<file path="src/rtl/id_ex_stage_reg_pkg.sv">
// Shared definitions for the ID/EX stage register: widths, RV32I opcodes,
// control-bundle bit positions and the operand-usage decode helpers.
package id_ex_stage_reg_pkg;

    localparam int XLEN   = 32;
    localparam int CTRL_W = 8;
    localparam int CNT_W  = 32;

    // RV32I major opcodes
    localparam logic [6:0] OP_R      = 7'b0110011;
    localparam logic [6:0] OP_I      = 7'b0010011;
    localparam logic [6:0] OP_LOAD   = 7'b0000011;
    localparam logic [6:0] OP_STORE  = 7'b0100011;
    localparam logic [6:0] OP_BRANCH = 7'b1100011;
    localparam logic [6:0] OP_JAL    = 7'b1101111;
    localparam logic [6:0] OP_JALR   = 7'b1100111;
    localparam logic [6:0] OP_LUI    = 7'b0110111;
    localparam logic [6:0] OP_AUIPC  = 7'b0010111;
    localparam logic [6:0] OP_SYSTEM = 7'b1110011;

    // Control bundle layout {alu_op[3:0], alu_src, mem_to_reg, mem_wr, mem_rd}
    localparam int CTRL_MEM_RD     = 0;
    localparam int CTRL_MEM_WR     = 1;
    localparam int CTRL_MEM_TO_REG = 2;
    localparam int CTRL_ALU_SRC    = 3;
    localparam int CTRL_ALU_OP_LO  = 4;

    // CSR source select value meaning "operand comes from rs2"
    localparam logic [6:0] CSR_RS_FROM_RS2 = 7'd1;

    // What the stage register does this cycle; exported for debug visibility
    typedef enum logic [1:0] {
        UPD_NORMAL = 2'd0,
        UPD_FREEZE = 2'd1,
        UPD_FLUSH  = 2'd2,
        UPD_STALL  = 2'd3
    } upd_e;

    // Only U-type and JAL carry no rs1 operand
    function automatic logic op_uses_rs1(input logic [6:0] op);
        return !((op == OP_LUI) || (op == OP_AUIPC) || (op == OP_JAL));
    endfunction

    // rs2 is read by R-type, stores, branches and CSR ops selecting rs2
    function automatic logic op_uses_rs2(input logic [6:0] op, input logic [6:0] csr_rs);
        return (op == OP_R) || (op == OP_STORE) || (op == OP_BRANCH) ||
               ((op == OP_SYSTEM) && (csr_rs == CSR_RS_FROM_RS2));
    endfunction

endpackage

</file>
<file path="src/rtl/id_ex_stage_reg_if.sv">
// ID-to-EX bundle: decoded ID fields in, registered ID_EX_* fields out,
// plus the front-end write enables and debug visibility of the update kind.
//
// Handshake: id_valid is the ID-side valid. pc_wr_en / if_id_wr_en act as the
// ready back to the front end: the ID instruction is consumed on a rising
// edge only when if_id_wr_en is high; while it is low IF/ID must hold the same
// instruction and keep presenting it. A flush consumes (kills) the ID slot.
interface id_ex_stage_reg_if
    import id_ex_stage_reg_pkg::*;
();
    // ID side
    logic              id_valid;
    logic [XLEN-1:0]   id_pc;
    logic [6:0]        id_op;
    logic [6:0]        id_csr_rs;
    logic [4:0]        id_rs1;
    logic [4:0]        id_rs2;
    logic [4:0]        id_rd;
    logic              id_reg_wr;
    logic [CTRL_W-1:0] id_ctrl;
    logic [XLEN-1:0]   id_rs1_data;
    logic [XLEN-1:0]   id_rs2_data;
    logic [XLEN-1:0]   id_imm;
    logic              flush;
    logic              mem_busy;

    // Front-end enables
    logic              pc_wr_en;
    logic              if_id_wr_en;

    // EX side
    logic              ID_EX_valid;
    logic [XLEN-1:0]   ID_EX_PC;
    logic [6:0]        ID_EX_Op;
    logic [6:0]        ID_EX_CSR_Rs;
    logic [4:0]        ID_EX_Rs1;
    logic [4:0]        ID_EX_Rs2;
    logic [4:0]        ID_EX_Rd;
    logic              ID_EX_reg_wr;
    logic [CTRL_W-1:0] ID_EX_ctrl;
    logic [XLEN-1:0]   ID_EX_Rs1_data;
    logic [XLEN-1:0]   ID_EX_Rs2_data;
    logic [XLEN-1:0]   ID_EX_Imm;
    logic [CNT_W-1:0]  stall_cnt;

    // Debug
    logic              dbg_uses_rs1;
    logic              dbg_uses_rs2;
    upd_e              dbg_upd;

    modport master (
        output id_valid, id_pc, id_op, id_csr_rs, id_rs1, id_rs2, id_rd, id_reg_wr,
               id_ctrl, id_rs1_data, id_rs2_data, id_imm, flush, mem_busy,
        input  pc_wr_en, if_id_wr_en,
               ID_EX_valid, ID_EX_PC, ID_EX_Op, ID_EX_CSR_Rs, ID_EX_Rs1, ID_EX_Rs2,
               ID_EX_Rd, ID_EX_reg_wr, ID_EX_ctrl, ID_EX_Rs1_data, ID_EX_Rs2_data,
               ID_EX_Imm, stall_cnt, dbg_uses_rs1, dbg_uses_rs2, dbg_upd
    );

    modport slave (
        input  id_valid, id_pc, id_op, id_csr_rs, id_rs1, id_rs2, id_rd, id_reg_wr,
               id_ctrl, id_rs1_data, id_rs2_data, id_imm, flush, mem_busy,
        output pc_wr_en, if_id_wr_en,
               ID_EX_valid, ID_EX_PC, ID_EX_Op, ID_EX_CSR_Rs, ID_EX_Rs1, ID_EX_Rs2,
               ID_EX_Rd, ID_EX_reg_wr, ID_EX_ctrl, ID_EX_Rs1_data, ID_EX_Rs2_data,
               ID_EX_Imm, stall_cnt, dbg_uses_rs1, dbg_uses_rs2, dbg_upd
    );

endinterface

</file>
<file path="src/rtl/id_ex_stage_reg_load_use_detect.sv">
// Combinational load-use hazard detector: the instruction in ID reads a
// register that the load currently in EX has not yet fetched from memory.
module load_use_detect
    import id_ex_stage_reg_pkg::*;
(
    input  logic       i_id_valid,
    input  logic [6:0] i_id_op,
    input  logic [6:0] i_id_csr_rs,
    input  logic [4:0] i_id_rs1,
    input  logic [4:0] i_id_rs2,
    input  logic       i_ex_valid,
    input  logic       i_ex_mem_rd,
    input  logic [4:0] i_ex_rd,
    output logic       o_uses_rs1,
    output logic       o_uses_rs2,
    output logic       o_load_use
);

    logic w_ex_is_load;
    logic w_rs1_hit;
    logic w_rs2_hit;

    // Decode operand usage and match against the in-flight load's destination
    always_comb begin
        o_uses_rs1   = op_uses_rs1(i_id_op);
        o_uses_rs2   = op_uses_rs2(i_id_op, i_id_csr_rs);
        // x0 is never really written, so a load to x0 can't create a dependency
        w_ex_is_load = i_ex_valid && i_ex_mem_rd && (i_ex_rd != 5'd0);
        w_rs1_hit    = o_uses_rs1 && (i_ex_rd == i_id_rs1);
        w_rs2_hit    = o_uses_rs2 && (i_ex_rd == i_id_rs2);
        o_load_use   = i_id_valid && w_ex_is_load && (w_rs1_hit || w_rs2_hit);
    end

endmodule

</file>
<file path="src/rtl/id_ex_stage_reg.sv">
// ID/EX pipeline register with load-use bubble insertion, branch flush and
// memory-busy freeze. Counts inserted load-use bubbles in a saturating counter.
module id_ex_stage_reg
    import id_ex_stage_reg_pkg::*;
(
    input  logic           clk,
    input  logic           rst_n,
    id_ex_stage_reg_if.slave bus
);

    logic              r_valid;
    logic [XLEN-1:0]   r_pc;
    logic [6:0]        r_op;
    logic [6:0]        r_csr_rs;
    logic [4:0]        r_rs1;
    logic [4:0]        r_rs2;
    logic [4:0]        r_rd;
    logic              r_reg_wr;
    logic [CTRL_W-1:0] r_ctrl;
    logic [XLEN-1:0]   r_rs1_data;
    logic [XLEN-1:0]   r_rs2_data;
    logic [XLEN-1:0]   r_imm;
    logic [CNT_W-1:0]  r_stall_cnt;

    logic w_uses_rs1;
    logic w_uses_rs2;
    logic w_load_use;
    upd_e w_upd;
    logic w_front_en;

    load_use_detect u_load_use_detect (
        .i_id_valid  (bus.id_valid),
        .i_id_op     (bus.id_op),
        .i_id_csr_rs (bus.id_csr_rs),
        .i_id_rs1    (bus.id_rs1),
        .i_id_rs2    (bus.id_rs2),
        .i_ex_valid  (r_valid),
        .i_ex_mem_rd (r_ctrl[CTRL_MEM_RD]),
        .i_ex_rd     (r_rd),
        .o_uses_rs1  (w_uses_rs1),
        .o_uses_rs2  (w_uses_rs2),
        .o_load_use  (w_load_use)
    );

    // Pick this cycle's update: freeze beats flush beats load-use stall
    always_comb begin
        w_upd = UPD_NORMAL;
        if (bus.mem_busy) begin
            w_upd = UPD_FREEZE;
        end else if (bus.flush) begin
            w_upd = UPD_FLUSH;
        end else if (w_load_use) begin
            w_upd = UPD_STALL;
        end
        // The front end moves on normal issue and on a flush (redirect)
        w_front_en = (w_upd == UPD_NORMAL) || (w_upd == UPD_FLUSH);
    end

    // Pipeline register: load, insert a bubble, or hold
    always_ff @(posedge clk or negedge rst_n) begin
        if (!rst_n) begin
            r_valid    <= 1'b0;
            r_pc       <= '0;
            r_op       <= '0;
            r_csr_rs   <= '0;
            r_rs1      <= '0;
            r_rs2      <= '0;
            r_rd       <= '0;
            r_reg_wr   <= 1'b0;
            r_ctrl     <= '0;
            r_rs1_data <= '0;
            r_rs2_data <= '0;
            r_imm      <= '0;
        end else begin
            case (w_upd)
                UPD_NORMAL: begin
                    r_valid    <= bus.id_valid;
                    r_pc       <= bus.id_pc;
                    r_op       <= bus.id_op;
                    r_csr_rs   <= bus.id_csr_rs;
                    r_rs1      <= bus.id_rs1;
                    r_rs2      <= bus.id_rs2;
                    r_rd       <= bus.id_rd;
                    r_reg_wr   <= bus.id_reg_wr;
                    r_ctrl     <= bus.id_ctrl;
                    r_rs1_data <= bus.id_rs1_data;
                    r_rs2_data <= bus.id_rs2_data;
                    r_imm      <= bus.id_imm;
                end
                UPD_FLUSH, UPD_STALL: begin
                    // Bubble: kill every side effect and clear the indices so the
                    // forwarding unit never matches; data fields keep old values
                    r_valid  <= 1'b0;
                    r_reg_wr <= 1'b0;
                    r_ctrl   <= '0;
                    r_rd     <= '0;
                    r_rs1    <= '0;
                    r_rs2    <= '0;
                end
                default: begin
                    // Freeze: everything holds
                end
            endcase
        end
    end

    // Count load-use bubbles, saturating at all-ones
    always_ff @(posedge clk or negedge rst_n) begin
        if (!rst_n) begin
            r_stall_cnt <= '0;
        end else if ((w_upd == UPD_STALL) && (r_stall_cnt != {CNT_W{1'b1}})) begin
            r_stall_cnt <= r_stall_cnt + CNT_W'(1);
        end
    end

    assign bus.pc_wr_en       = w_front_en;
    assign bus.if_id_wr_en    = w_front_en;
    assign bus.ID_EX_valid    = r_valid;
    assign bus.ID_EX_PC       = r_pc;
    assign bus.ID_EX_Op       = r_op;
    assign bus.ID_EX_CSR_Rs   = r_csr_rs;
    assign bus.ID_EX_Rs1      = r_rs1;
    assign bus.ID_EX_Rs2      = r_rs2;
    assign bus.ID_EX_Rd       = r_rd;
    assign bus.ID_EX_reg_wr   = r_reg_wr;
    assign bus.ID_EX_ctrl     = r_ctrl;
    assign bus.ID_EX_Rs1_data = r_rs1_data;
    assign bus.ID_EX_Rs2_data = r_rs2_data;
    assign bus.ID_EX_Imm      = r_imm;
    assign bus.stall_cnt      = r_stall_cnt;
    assign bus.dbg_uses_rs1   = w_uses_rs1;
    assign bus.dbg_uses_rs2   = w_uses_rs2;
    assign bus.dbg_upd        = w_upd;

endmodule

</file>
<file path="src/flat_wrapper.sv">
// flat-port wrapper written by rule: the top's interface ports become plain ports
module id_ex_stage_reg_flat import id_ex_stage_reg_pkg::*;
  (clk, rst_n, bus_id_valid, bus_id_pc, bus_id_op, bus_id_csr_rs, bus_id_rs1, bus_id_rs2, bus_id_rd, bus_id_reg_wr, bus_id_ctrl, bus_id_rs1_data, bus_id_rs2_data, bus_id_imm, bus_flush, bus_mem_busy, bus_pc_wr_en, bus_if_id_wr_en, bus_ID_EX_valid, bus_ID_EX_PC, bus_ID_EX_Op, bus_ID_EX_CSR_Rs, bus_ID_EX_Rs1, bus_ID_EX_Rs2, bus_ID_EX_Rd, bus_ID_EX_reg_wr, bus_ID_EX_ctrl, bus_ID_EX_Rs1_data, bus_ID_EX_Rs2_data, bus_ID_EX_Imm, bus_stall_cnt, bus_dbg_uses_rs1, bus_dbg_uses_rs2, bus_dbg_upd);
  id_ex_stage_reg_if bus_i ();
  input  logic clk;
  input  logic rst_n;
  input wire logic [$bits(bus_i.id_valid)-1:0] bus_id_valid;
  input wire logic [$bits(bus_i.id_pc)-1:0] bus_id_pc;
  input wire logic [$bits(bus_i.id_op)-1:0] bus_id_op;
  input wire logic [$bits(bus_i.id_csr_rs)-1:0] bus_id_csr_rs;
  input wire logic [$bits(bus_i.id_rs1)-1:0] bus_id_rs1;
  input wire logic [$bits(bus_i.id_rs2)-1:0] bus_id_rs2;
  input wire logic [$bits(bus_i.id_rd)-1:0] bus_id_rd;
  input wire logic [$bits(bus_i.id_reg_wr)-1:0] bus_id_reg_wr;
  input wire logic [$bits(bus_i.id_ctrl)-1:0] bus_id_ctrl;
  input wire logic [$bits(bus_i.id_rs1_data)-1:0] bus_id_rs1_data;
  input wire logic [$bits(bus_i.id_rs2_data)-1:0] bus_id_rs2_data;
  input wire logic [$bits(bus_i.id_imm)-1:0] bus_id_imm;
  input wire logic [$bits(bus_i.flush)-1:0] bus_flush;
  input wire logic [$bits(bus_i.mem_busy)-1:0] bus_mem_busy;
  output wire logic [$bits(bus_i.pc_wr_en)-1:0] bus_pc_wr_en;
  output wire logic [$bits(bus_i.if_id_wr_en)-1:0] bus_if_id_wr_en;
  output wire logic [$bits(bus_i.ID_EX_valid)-1:0] bus_ID_EX_valid;
  output wire logic [$bits(bus_i.ID_EX_PC)-1:0] bus_ID_EX_PC;
  output wire logic [$bits(bus_i.ID_EX_Op)-1:0] bus_ID_EX_Op;
  output wire logic [$bits(bus_i.ID_EX_CSR_Rs)-1:0] bus_ID_EX_CSR_Rs;
  output wire logic [$bits(bus_i.ID_EX_Rs1)-1:0] bus_ID_EX_Rs1;
  output wire logic [$bits(bus_i.ID_EX_Rs2)-1:0] bus_ID_EX_Rs2;
  output wire logic [$bits(bus_i.ID_EX_Rd)-1:0] bus_ID_EX_Rd;
  output wire logic [$bits(bus_i.ID_EX_reg_wr)-1:0] bus_ID_EX_reg_wr;
  output wire logic [$bits(bus_i.ID_EX_ctrl)-1:0] bus_ID_EX_ctrl;
  output wire logic [$bits(bus_i.ID_EX_Rs1_data)-1:0] bus_ID_EX_Rs1_data;
  output wire logic [$bits(bus_i.ID_EX_Rs2_data)-1:0] bus_ID_EX_Rs2_data;
  output wire logic [$bits(bus_i.ID_EX_Imm)-1:0] bus_ID_EX_Imm;
  output wire logic [$bits(bus_i.stall_cnt)-1:0] bus_stall_cnt;
  output wire logic [$bits(bus_i.dbg_uses_rs1)-1:0] bus_dbg_uses_rs1;
  output wire logic [$bits(bus_i.dbg_uses_rs2)-1:0] bus_dbg_uses_rs2;
  output wire logic [$bits(bus_i.dbg_upd)-1:0] bus_dbg_upd;
  assign bus_i.id_valid = bus_id_valid;
  assign bus_i.id_pc = bus_id_pc;
  assign bus_i.id_op = bus_id_op;
  assign bus_i.id_csr_rs = bus_id_csr_rs;
  assign bus_i.id_rs1 = bus_id_rs1;
  assign bus_i.id_rs2 = bus_id_rs2;
  assign bus_i.id_rd = bus_id_rd;
  assign bus_i.id_reg_wr = bus_id_reg_wr;
  assign bus_i.id_ctrl = bus_id_ctrl;
  assign bus_i.id_rs1_data = bus_id_rs1_data;
  assign bus_i.id_rs2_data = bus_id_rs2_data;
  assign bus_i.id_imm = bus_id_imm;
  assign bus_i.flush = bus_flush;
  assign bus_i.mem_busy = bus_mem_busy;
  assign bus_pc_wr_en = bus_i.pc_wr_en;
  assign bus_if_id_wr_en = bus_i.if_id_wr_en;
  assign bus_ID_EX_valid = bus_i.ID_EX_valid;
  assign bus_ID_EX_PC = bus_i.ID_EX_PC;
  assign bus_ID_EX_Op = bus_i.ID_EX_Op;
  assign bus_ID_EX_CSR_Rs = bus_i.ID_EX_CSR_Rs;
  assign bus_ID_EX_Rs1 = bus_i.ID_EX_Rs1;
  assign bus_ID_EX_Rs2 = bus_i.ID_EX_Rs2;
  assign bus_ID_EX_Rd = bus_i.ID_EX_Rd;
  assign bus_ID_EX_reg_wr = bus_i.ID_EX_reg_wr;
  assign bus_ID_EX_ctrl = bus_i.ID_EX_ctrl;
  assign bus_ID_EX_Rs1_data = bus_i.ID_EX_Rs1_data;
  assign bus_ID_EX_Rs2_data = bus_i.ID_EX_Rs2_data;
  assign bus_ID_EX_Imm = bus_i.ID_EX_Imm;
  assign bus_stall_cnt = bus_i.stall_cnt;
  assign bus_dbg_uses_rs1 = bus_i.dbg_uses_rs1;
  assign bus_dbg_uses_rs2 = bus_i.dbg_uses_rs2;
  assign bus_dbg_upd = bus_i.dbg_upd;
  id_ex_stage_reg u_core (.clk(clk), .rst_n(rst_n), .bus(bus_i));
endmodule
</file>
<file path="config.mk">
export PLATFORM = sky130hd
export DESIGN_NAME = id_ex_stage_reg_flat
export DESIGN_NICKNAME = d
export VERILOG_FILES = /design/src/rtl/id_ex_stage_reg_pkg.sv /design/src/rtl/id_ex_stage_reg_if.sv /design/src/rtl/id_ex_stage_reg_load_use_detect.sv /design/src/rtl/id_ex_stage_reg.sv /design/src/flat_wrapper.sv
export SDC_FILE = /design/constraint.sdc
export NUM_CORES = 1
export LEC_CHECK = 0
export BUFFER_PORTS_ARGS = -buffer_cell sky130_fd_sc_hd__clkbuf_2
export CORE_MARGIN = 2
export CORE_UTILIZATION = 39
export CTS_BUF_LIST = sky130_fd_sc_hd__clkbuf_4
export DETAILED_ROUTE_END_ITERATION = 8
export PLACE_DENSITY = 0.69
export SETUP_SLACK_MARGIN = 0.02
export SKIP_CTS_REPAIR_TIMING = 1
export SLEW_MARGIN = 10
export SYNTH_ARGS = -nofsm -noshare
export SYNTH_HDL_FRONTEND = slang
export SYNTH_SLANG_ARGS = --single-unit
</file>
<file path="constraint.sdc">
create_clock -name clk -period 4 [get_ports clk]
set_clock_uncertainty 0.1 [all_clocks]
set_input_delay 0.4 -clock clk [delete_from_list [all_inputs] [get_ports clk]]
set_output_delay 0.4 -clock clk [all_outputs]
set_load 0.005 [all_outputs]
</file>
* Word-level counts from Yosys, hierarchy flattened
Cells that the tools add are included.
** Storage, ports and cells
- Word-level logic and storage cells :: 56
- Flip-flop bits (word level) :: 199
- Output and inout port bits :: 205
- Bits of input ports :: 171
** Operators by class
- Reduce and logical (&&, ||, !) cells :: 20
- $add $sub $neg :: 1
- Mux-type cells :: 9
- Equal/unequal tests :: 13
** Operators by type and width (count)
- adder 32 x 1 -> 32 bit (second input constant) :: 1
- inequality test 32 bit (second input constant) :: 1
- one-hot mux 5 bit (2 select lines) :: 3
- == test 7 x 6 -> 1 bit (second input constant) :: 3
- == test 7 bit (second input constant) :: 3
- one-hot mux 8 bit (2 select lines) :: 1
- == test 5 bit :: 2
- logical AND 1 bit :: 8
- == test 7 x 1 -> 1 bit (second input constant) :: 1
- == test 7 x 5 -> 1 bit (second input constant) :: 1
- logical OR 1 bit :: 7
- 2-to-1 mux 2 bit :: 3
- nonzero test 5 bit :: 1
- == test 2 bit (second input constant) :: 2
- one-hot mux 1 bit (2 select lines) :: 2
- logical NOT 2 bit :: 1
- nonzero test 2 bit :: 1
- OR reduction 2 bit :: 1
- logical NOT 1 bit :: 1

* Longest topological paths before layout
Gate-level depths: netlist of the first run.
- Word-level depth :: 13
- Mapped depth :: 8

* Hierarchy
A second synthesis of the first run with hierarchy kept.
** Unflattened totals
- Cells, all modules :: 544
- Area total of the unflattened synthesis :: 8012.7 um^2
** Modules (own cells, without submodules)
- id_ex_stage_reg :: cells each 516, times used 1, seq. area each 4979.8 um^2, area each 7787.5 um^2
- load_use_detect :: cells each 28, times used 1, seq. area each 0.0 um^2, area each 225.2 um^2

* Least setup slack after synthesis of the first run
No wires, ideal clock.
- Path type :: register -> register
- From :: register u_core.r_rd[1] (netlist: u_core.bus.ID_EX_Rd[1])
- To :: register u_core.r_csr_rs[0] (netlist: u_core.bus.ID_EX_CSR_Rs[0])
- Required time :: 3.773 ns
- Data arrival time :: 2.217 ns
- Setup time :: 0.127 ns
- Period minus slack after synthesis :: 2.444 ns
- Cell stages (with the launch flop) :: 8
- Path slack :: 1.556 ns
- Path through :: dfrtp_1 or4_4 o2111ai_4 a21oi_1 nor3_4 buf_4 buf_6 mux2_1
** Between the ends
- Cells in the longest elaborated chain, start to end :: 8
- Elaborated cells on any way between the ends :: 13
- Classes of those cells :: eq/ne (2); mux (3); reduce/logical (8)
** Ends and longest elaborated chain
- start, declared :: line id_ex_stage_reg.sv:17 : logic [4:0] r_rd;
- start signal, assigned :: line id_ex_stage_reg.sv:83 : r_rd <= bus.id_rd;
- == test 5 bit, or another cell as far along :: line id_ex_stage_reg_load_use_detect.sv:29 : w_rs1_hit = o_uses_rs1 && (i_ex_rd == i_id_rs1);
- logical AND 1 bit, on equally long branches :: line id_ex_stage_reg_load_use_detect.sv:29, id_ex_stage_reg_load_use_detect.sv:28, id_ex_stage_reg_load_use_detect.sv:30
- logical OR 1 bit or logical AND 1 bit (tied branches) :: line id_ex_stage_reg_load_use_detect.sv:31 : o_load_use = i_id_valid && w_ex_is_load && (w_rs1_hit || w_rs2_hit);
- logical AND 1 bit (*) :: line id_ex_stage_reg_load_use_detect.sv:31
- 2-to-1 mux 2 bit (*) :: line id_ex_stage_reg.sv:52 : end else if (w_load_use) begin
- 2-to-1 mux 2 bit (*) :: line id_ex_stage_reg.sv:50 : end else if (bus.flush) begin
- 2-to-1 mux 2 bit (*) :: line id_ex_stage_reg.sv:48 : if (bus.mem_busy) begin
- logical NOT 2 bit (*) :: line id_ex_stage_reg.sv:75 : case (w_upd)
- end signal, assigned :: line id_ex_stage_reg.sv:80 : r_csr_rs <= bus.id_csr_rs;
- end, declared :: line id_ex_stage_reg.sv:14 : logic [6:0] r_csr_rs;
Every way passes the cells marked *; elsewhere a longest branch is shown, timed or not.
A chain may end at the register's enable or synchronous reset.

* Final worst setup path of the first run
- From :: input port bus_id_op[3]
- To :: output port bus_dbg_upd[0]
** Between the ends
- Cells in the longest elaborated chain, start to end :: 10
- Elaborated cells on any way between the ends :: 21
- Classes of those cells :: eq/ne (7); mux (3); reduce/logical (11)
** Ends and longest elaborated chain
- start, declared :: line flat_wrapper.sv:9 : input wire logic [$bits(bus_i.id_op)-1:0] bus_id_op;
- == test 7 x 6 -> 1 bit, or another cell as far along :: line id_ex_stage_reg_pkg.sv:41 : return !((op == OP_LUI) || (op == OP_AUIPC) || (op == OP_JAL));
- logical OR 1 bit, on equally long branches (2 in series) :: line id_ex_stage_reg_pkg.sv:41, id_ex_stage_reg_pkg.sv:46
- logical NOT 1 bit or logical OR 1 bit (tied branches) :: line id_ex_stage_reg_pkg.sv:41, id_ex_stage_reg_pkg.sv:46
- logical AND 1 bit, on equally long branches :: line id_ex_stage_reg_load_use_detect.sv:29, id_ex_stage_reg_load_use_detect.sv:30
- logical OR 1 bit (*) :: line id_ex_stage_reg_load_use_detect.sv:31
- logical AND 1 bit (*) :: line id_ex_stage_reg_load_use_detect.sv:31
- 2-to-1 mux 2 bit (*) :: line id_ex_stage_reg.sv:52
- 2-to-1 mux 2 bit (*) :: line id_ex_stage_reg.sv:50
- 2-to-1 mux 2 bit (*) :: line id_ex_stage_reg.sv:48
- end, declared :: line flat_wrapper.sv:38 : output wire logic [$bits(bus_i.dbg_upd)-1:0] bus_dbg_upd;
Marked as above.

==> metrics.csv, run 1 <==
metric;value;unit
Max-Cap Viols;0;
switching share of power;28.9;%
GRT met2 Usage;32.3;%
final wirelength;22700;um
CTS max path bufs;2;
CP delay by family, top;buffers and inverters;
GR peak layer;met2;
Clock Sinks;199;
Worst-Skew Late Latency;0.57;ns
arrival time at the worst endpoint;2.64;ns
area delta synth->final;50.6;%
Layout Cells excl Fill;1374;
#FFs+latches synth;199;
max incr delay on CP;0.53;ns
Rows;52;
setup TNS;0;ns
RD Place Congestion;0.810;
crit end category;primary output;
post-layout minimum cycle time;3.14;ns
total global routing overflow;0;
Die Y;148;um
slowest stage cell on the critical path;dlygate4sd3_1;
Final nets;1262;
Overall Global Routing Usage;18.9;%
CP Max Fanout;4;
yosys warns;0;
Num CTS Buffers;17;
TritonCTS clock tree;built;
clock root cell;clkbuf_4;
CP cell instances;dlygate4sd3_1 -> clkbuf_2 -> or3b_2 -> nor2_1 -> nand4b_1 -> a21oi_1 -> a21oi_1 -> inv_1 -> clkbuf_2;
final setup violation count;0;
initial antenna violation count;1;
Critical Path Start Type;input pin;
Clk pwr share;24.4;%
max-slew violation count;0;
Internal Pwr Total;0.00301;W
final hold violations;0;
CORE AREA;0.0202;mm^2
M3 GR Usage;5.34;%
Least-Margin Pin Slew;0.959;ns
First-pass DRT Iterations;4;
unrepaired setup endpoints after global routing;no;
largest net degree at the start of global routing;117;
Crit path buffers/inverters;4;
vias in the first global route;5850;
Reg power frac;55.9;%
Via Count;6528;
Synth area leaders;dfrtp_1 (62%), mux2_1 (15%), mux2_2 (5.3%), xnor2_1 (3.6%), a22o_1 (2.7%);
wire per inst;16.6;um
dominant cell type by area after synthesis;dfrtp_1;
Post-Syn Nets;721;
status;finished clean;
HP Class;input pin to async pin;
Antenna Nets Post-Route;0;
fmax;318;MHz
relative slew slack;36.1;%
Synth Instances;549;
syn avg cell area;14.6;um^2
DRC errors left;0;
Seq/Total Area, Yosys;62.0;%
Initial Utilization;39.7;%
Top-Level Pins;376;
Synth cell types;32;
Sw Pwr;0.00123;W
dpl hpwl;15600;um
Max IR drop VDD;0.000229;V
Comb power frac;19.7;%
dpl cells;1173;
Vias per Instance;4.75;
met1 Track Usage GR;23.3;%
CP Data Required Time;3.50;ns
P_leak;5.88;nW
period utilization;78.6;%
share of layout cells above drive strength 1;41.3;%
initial drt markers;242;
die area;0.0218;mm^2
R2R setup slack;1.07;ns
FILL cells;1607;
H-tree depth;4;
Yosys top cell area share;62.0;%
Mapped Area;0.00803;mm^2
Crit Path Class;input pin to primary output;
Clk pin slew, worst setup/hold paths;0.17;ns
Power Density;350;mW/mm^2
die width;148;um
first-pass GRT wire length;32200;um
IO Port Bufs;375;
-- synth_stat cells --
| cell | count |
|---|---|
| buf_4 | 4 |
| o2111ai_4 | 1 |
| nand2_1 | 18 |
| nor2_1 | 10 |
| ha_1 | 1 |
| inv_1 | 4 |
| o2111ai_1 | 1 |
| or3b_2 | 1 |
| nand4_1 | 14 |
| nor4_1 | 4 |
| mux2_2 | 38 |
| a211oi_1 | 1 |
| xor2_1 | 8 |
| xnor2_1 | 33 |
| and4b_1 | 1 |
| nor3_4 | 1 |
| o2111a_1 | 1 |
| buf_2 | 8 |
| nand4b_1 | 1 |
| and3_1 | 10 |
| nand3_1 | 21 |
| clkbuf_1 | 4 |
| nor3_1 | 12 |
| mux2_1 | 105 |
| dfrtp_1 | 199 |
| and2_1 | 3 |
| a22o_1 | 25 |
| buf_6 | 11 |
| a21oi_1 | 3 |
| and4_1 | 3 |
| nor3b_1 | 2 |
| or4_4 | 1 |
-- placed cells by master, fill, tap and decap left out, types with 2 or more instances in the layout --
cell type,n
clkbuf_2,374
dfrtp_1,199
dlygate4sd3_1,168
mux2_1,105
mux2_2,38
xnor2_1,33
a22o_1,25
nand3_1,21
nand2_1,18
clkbuf_4,18
nand4_1,14
nor3_1,12
nor2_1,10
and3_1,10
xor2_1,8
inv_6,5
nor4_1,4
inv_1,4
a21oi_1,3
and4_1,3
and2_1,3
clkinv_4,3
clkinv_8,3
buf_4,3
buf_12,3
nor3b_1,2
clkinv_2,2
-- per-layer routing --
layer	up-vias	wire, um
met1	3191	8940
met4	0	380
li1	3054	-
met5	-	0
met2	256	11900
met3	27	1560
-- cells by family (layout without fill, tap and decap cells) --
kind of cell | after synthesis | in the layout | share of synthesized area (%)
DFF | 199 | 199 | 62.0
xor gates and xnor gates | 41 | 41 | 4.47
AOI/OAI and AO/OA | 32 | 32 | 3.58
buffers and inverters | 31 | 585 | 2.79
other | 0 | 1 | 0
adders and majority gates | 1 | 1 | 0.156
muxes | 143 | 143 | 20.0
and+or+nand+nor | 102 | 102 | 6.98
-- worst register-to-register path: stages (launching register included) --
cell and delay (ns):
dfrtp_1 0.48, or4_4 0.58, o2111ai_4 0.30, a21oi_1 0.15, nor3_4 0.27, buf_12 0.40
mux2_1 0.52
-- state kept, by name, summed over array words and instances (netlist names) --
name	count
u_core.bus.ID_EX_Rs1	5
u_core.bus.ID_EX_CSR_Rs	7
u_core.bus.ID_EX_Imm	32
u_core.bus.ID_EX_Op	7
u_core.bus.stall_cnt	32
u_core.bus.ID_EX_Rd	5
u_core.bus.ID_EX_reg_wr	1
u_core.bus.ID_EX_ctrl	8
u_core.bus.ID_EX_Rs2	5
u_core.bus.ID_EX_Rs1_data	32
u_core.bus.ID_EX_valid	1
u_core.bus.ID_EX_PC	32
u_core.bus.ID_EX_Rs2_data	32
-- stage by stage --
step	cell area, um^2	util [%]	setup WS [ns]	hold slack, ns	power [W]
after floorplan	8030	-	1.56	0.00441	0.00266
after global placement	10100	50.1	1.20	0.367	0.00309
after detailed placement	10100	50.1	1.13	0.374	0.00311
after CTS	10400	51.5	0.808	-0.180	0.00415
after global routing	12100	59.8	0.696	0.325	0.00447
final	12100	59.8	0.856	0.350	0.00424
-- worst paths after layout --
check,startpoint,end,cells past startpoint
worst min-delay path,rst_n,u_core.bus.stall_cnt[17]$_DFFE_PN0P_,2
worst max-delay path,bus_id_op[3],bus_dbg_upd[0],9
max in group asynchronous,rst_n,u_core.bus.ID_EX_Rs2_data[29]$_DFFE_PN0N_,3
worst min register to register,u_core.bus.ID_EX_Rs1_data[24]$_DFFE_PN0N_,u_core.bus.ID_EX_Rs1_data[24]$_DFFE_PN0N_,1
min in group clk,bus_flush,u_core.bus.stall_cnt[17]$_DFFE_PN0P_,5
worst max register to register,u_core.bus.ID_EX_Rd[1]$_DFFE_PN0P_,u_core.bus.ID_EX_PC[2]$_DFFE_PN0N_,6
-- power by group through the flow --
stage	clock network, W	logic, W	registers [W]
finish	0.00103	0.000833	0.00237
global route	0.00116	0.000911	0.00240
CTS	0.00108	0.000708	0.00237
detailed placement	0	0.000706	0.00241
global placement	0	0.000693	0.00240
floorplan	0	0.000251	0.00241
-- cell type report --
type / count / area, um^2 / share of cell area [%]
well taps: 270 / 338 / 2.79
clock buffers: 18 / 135 / 1.12
multi-input cells: 319 / 2840 / 23.4
clock inverters: 14 / 140 / 1.16
inverters: 4 / 15.0 / 0.124
flip-flops and latches: 199 / 4980 / 41.2
diodes: 1 / 2.50 / 0.0207
repair buffers: 549 / 3650 / 30.2
(Power assumes the default switching activity.)
==> inputs of run 2 (changes only) <==
Clock period 4 ns to 2.9 ns, I/O delays scaled along.
==> run 2 against run 1 <==
First-iteration DRC count down 16%. Combinational power grew 42%. Worst hold slack worse by 0.28 ns. Highest routed layer unchanged.
==> metrics.csv, run 2 (synthesis results as in run 1) <==
metric;value;unit
dpl hpwl;16300;um
Antenna Nets Post-Route;0;
clock root cell;clkbuf_4;
Top-Level Pins;376;
FILL cells;1615;
post-layout minimum cycle time;2.79;ns
wire per inst;17.3;um
first-pass GRT wire length;32900;um
Final nets;1272;
DRC errors left;0;
RD Place Congestion;0.827;
H-tree depth;4;
CORE AREA;0.0202;mm^2
CP Data Required Time;2.51;ns
CP cell instances;dlygate4sd3_1 -> clkbuf_2 -> and4b_1 -> o2111ai_1 -> nand4_1 -> a21oi_2 -> nor2_1 -> nor2_1 -> clkbuf_2;
Clock Sinks;199;
Internal Pwr Total;0.00414;W
die width;148;um
Worst-Skew Late Latency;0.55;ns
total global routing overflow;0;
final setup violation count;0;
Least-Margin Pin Slew;0.747;ns
die area;0.0218;mm^2
max-slew violation count;0;
Crit Path Class;input pin to primary output;
final wirelength;23900;um
relative slew slack;50.2;%
arrival time at the worst endpoint;2.40;ns
largest net degree at the start of global routing;92;
multi-input combinational cell area;0.00284;mm^2
Sw Pwr;0.00168;W
Power Density;477;mW/mm^2
Critical Path Start Type;input pin;
CP delay by family, top;buffers and inverters;
Crit path buffers/inverters;3;
switching share of power;28.9;%
HP Class;input pin to register;
period utilization;96.4;%
dpl cells;1183;
Max IR drop VDD;0.000354;V
Overall Global Routing Usage;19.2;%
initial antenna violation count;1;
IO Port Bufs;375;
TritonCTS clock tree;built;
Clk pwr share;23.5;%
Via Count;6646;
share of layout cells above drive strength 1;41.8;%
vias in the first global route;6015;
Max-Cap Viols;0;
unrepaired setup endpoints after global routing;no;
crit end category;primary output;
initial drt markers;204;
Rows;52;
area delta synth->final;51.7;%
CP Max Fanout;4;
P_leak;5.92;nW
fmax;358;MHz
Num CTS Buffers;17;
commonest non-fill, non-tap cell in the layout;clkbuf_2;
Reg power frac;56.2;%
Die Y;148;um
Reg area;0.00498;mm^2
Initial Utilization;39.7;%
Layout Cells excl Fill;1383;
Clk pin slew, worst setup/hold paths;0.17;ns
Comb power frac;20.3;%
final hold violations;0;
setup TNS;0;ns
max incr delay on CP;0.54;ns
Vias per Instance;4.81;
most frequent cells in the layout;clkbuf_2 (374), dfrtp_1 (199), dlygate4sd3_1 (168), mux2_1 (105), mux2_2 (38);
CTS max path bufs;2;
slowest stage cell on the critical path;dlygate4sd3_1;
First-pass DRT Iterations;4;
status;finished clean;
-- run 2: final timing paths --
path	slack (ns)	end	from	cells past startpoint
min in group asynchronous	0.24	u_core.bus.stall_cnt[18]$_DFFE_PN0P_	rst_n	2
hold reg to reg	0.40	u_core.bus.ID_EX_Rs1_data[5]$_DFFE_PN0N_	u_core.bus.ID_EX_Rs1_data[5]$_DFFE_PN0N_	1
setup / recovery	0.11	bus_dbg_upd[1]	bus_id_op[6]	9
max in group asynchronous	1.66	u_core.bus.ID_EX_Imm[17]$_DFFE_PN0N_	rst_n	3
hold / removal	0.07	u_core.bus.ID_EX_ctrl[3]$_DFFE_PN0P_	bus_mem_busy	2
setup reg to reg	0.27	u_core.bus.ID_EX_Rs2_data[20]$_DFFE_PN0N_	u_core.bus.ID_EX_Rd[1]$_DFFE_PN0P_	7
-- run 2: final cells by class --
type                            count  share of cell area [%]
Antenna cell                        1                  0.0205
Inverter                            4                   0.123
Sequential cell                   199                    40.9
Tap cell                          270                    2.77
Multi-Input combinational cell    319                    23.3
Clock buffer                       17                    1.05
Timing Repair Buffer              559                    30.9
Clock inverter                     14                   0.986
-- run 2: metal layers --
metal	global-route usage [%]	up-vias	wire [um]
met5	0	-	0
met4	4.47	0	389
li1	-	3067	-
met1	23.1	3269	9500
met3	6.14	34	1580
met2	33.6	276	12500
-- run 2: through the flow --
step           hold WS [ns]  utilization, %  worst slack [ns]  total power, W  instance area, um^2
5_1_grt              0.0430            60.2            0.0108         0.00613                12200
2_1_floorplan        -0.106               -             0.456         0.00368                 8030
3_3_place_gp          0.326            50.6             0.265         0.00428                10200
6_report             0.0730            60.2             0.105         0.00582                12200
4_1_cts              -0.358            51.9           0.00676         0.00570                10500
3_5_place_dp          0.320            50.6             0.222         0.00432                10200
-- run 2: power by group through the flow --
| stage | logic (W) | registers (W) | clock network (W) |
|---|---|---|---|
| after floorplan | 0.000346 | 0.00333 | 0 |
| after global placement | 0.000976 | 0.00331 | 0 |
| after detailed placement | 0.000997 | 0.00332 | 0 |
| after CTS | 0.000998 | 0.00326 | 0.00143 |
| after global routing | 0.00129 | 0.00331 | 0.00153 |
| final | 0.00118 | 0.00327 | 0.00136 |
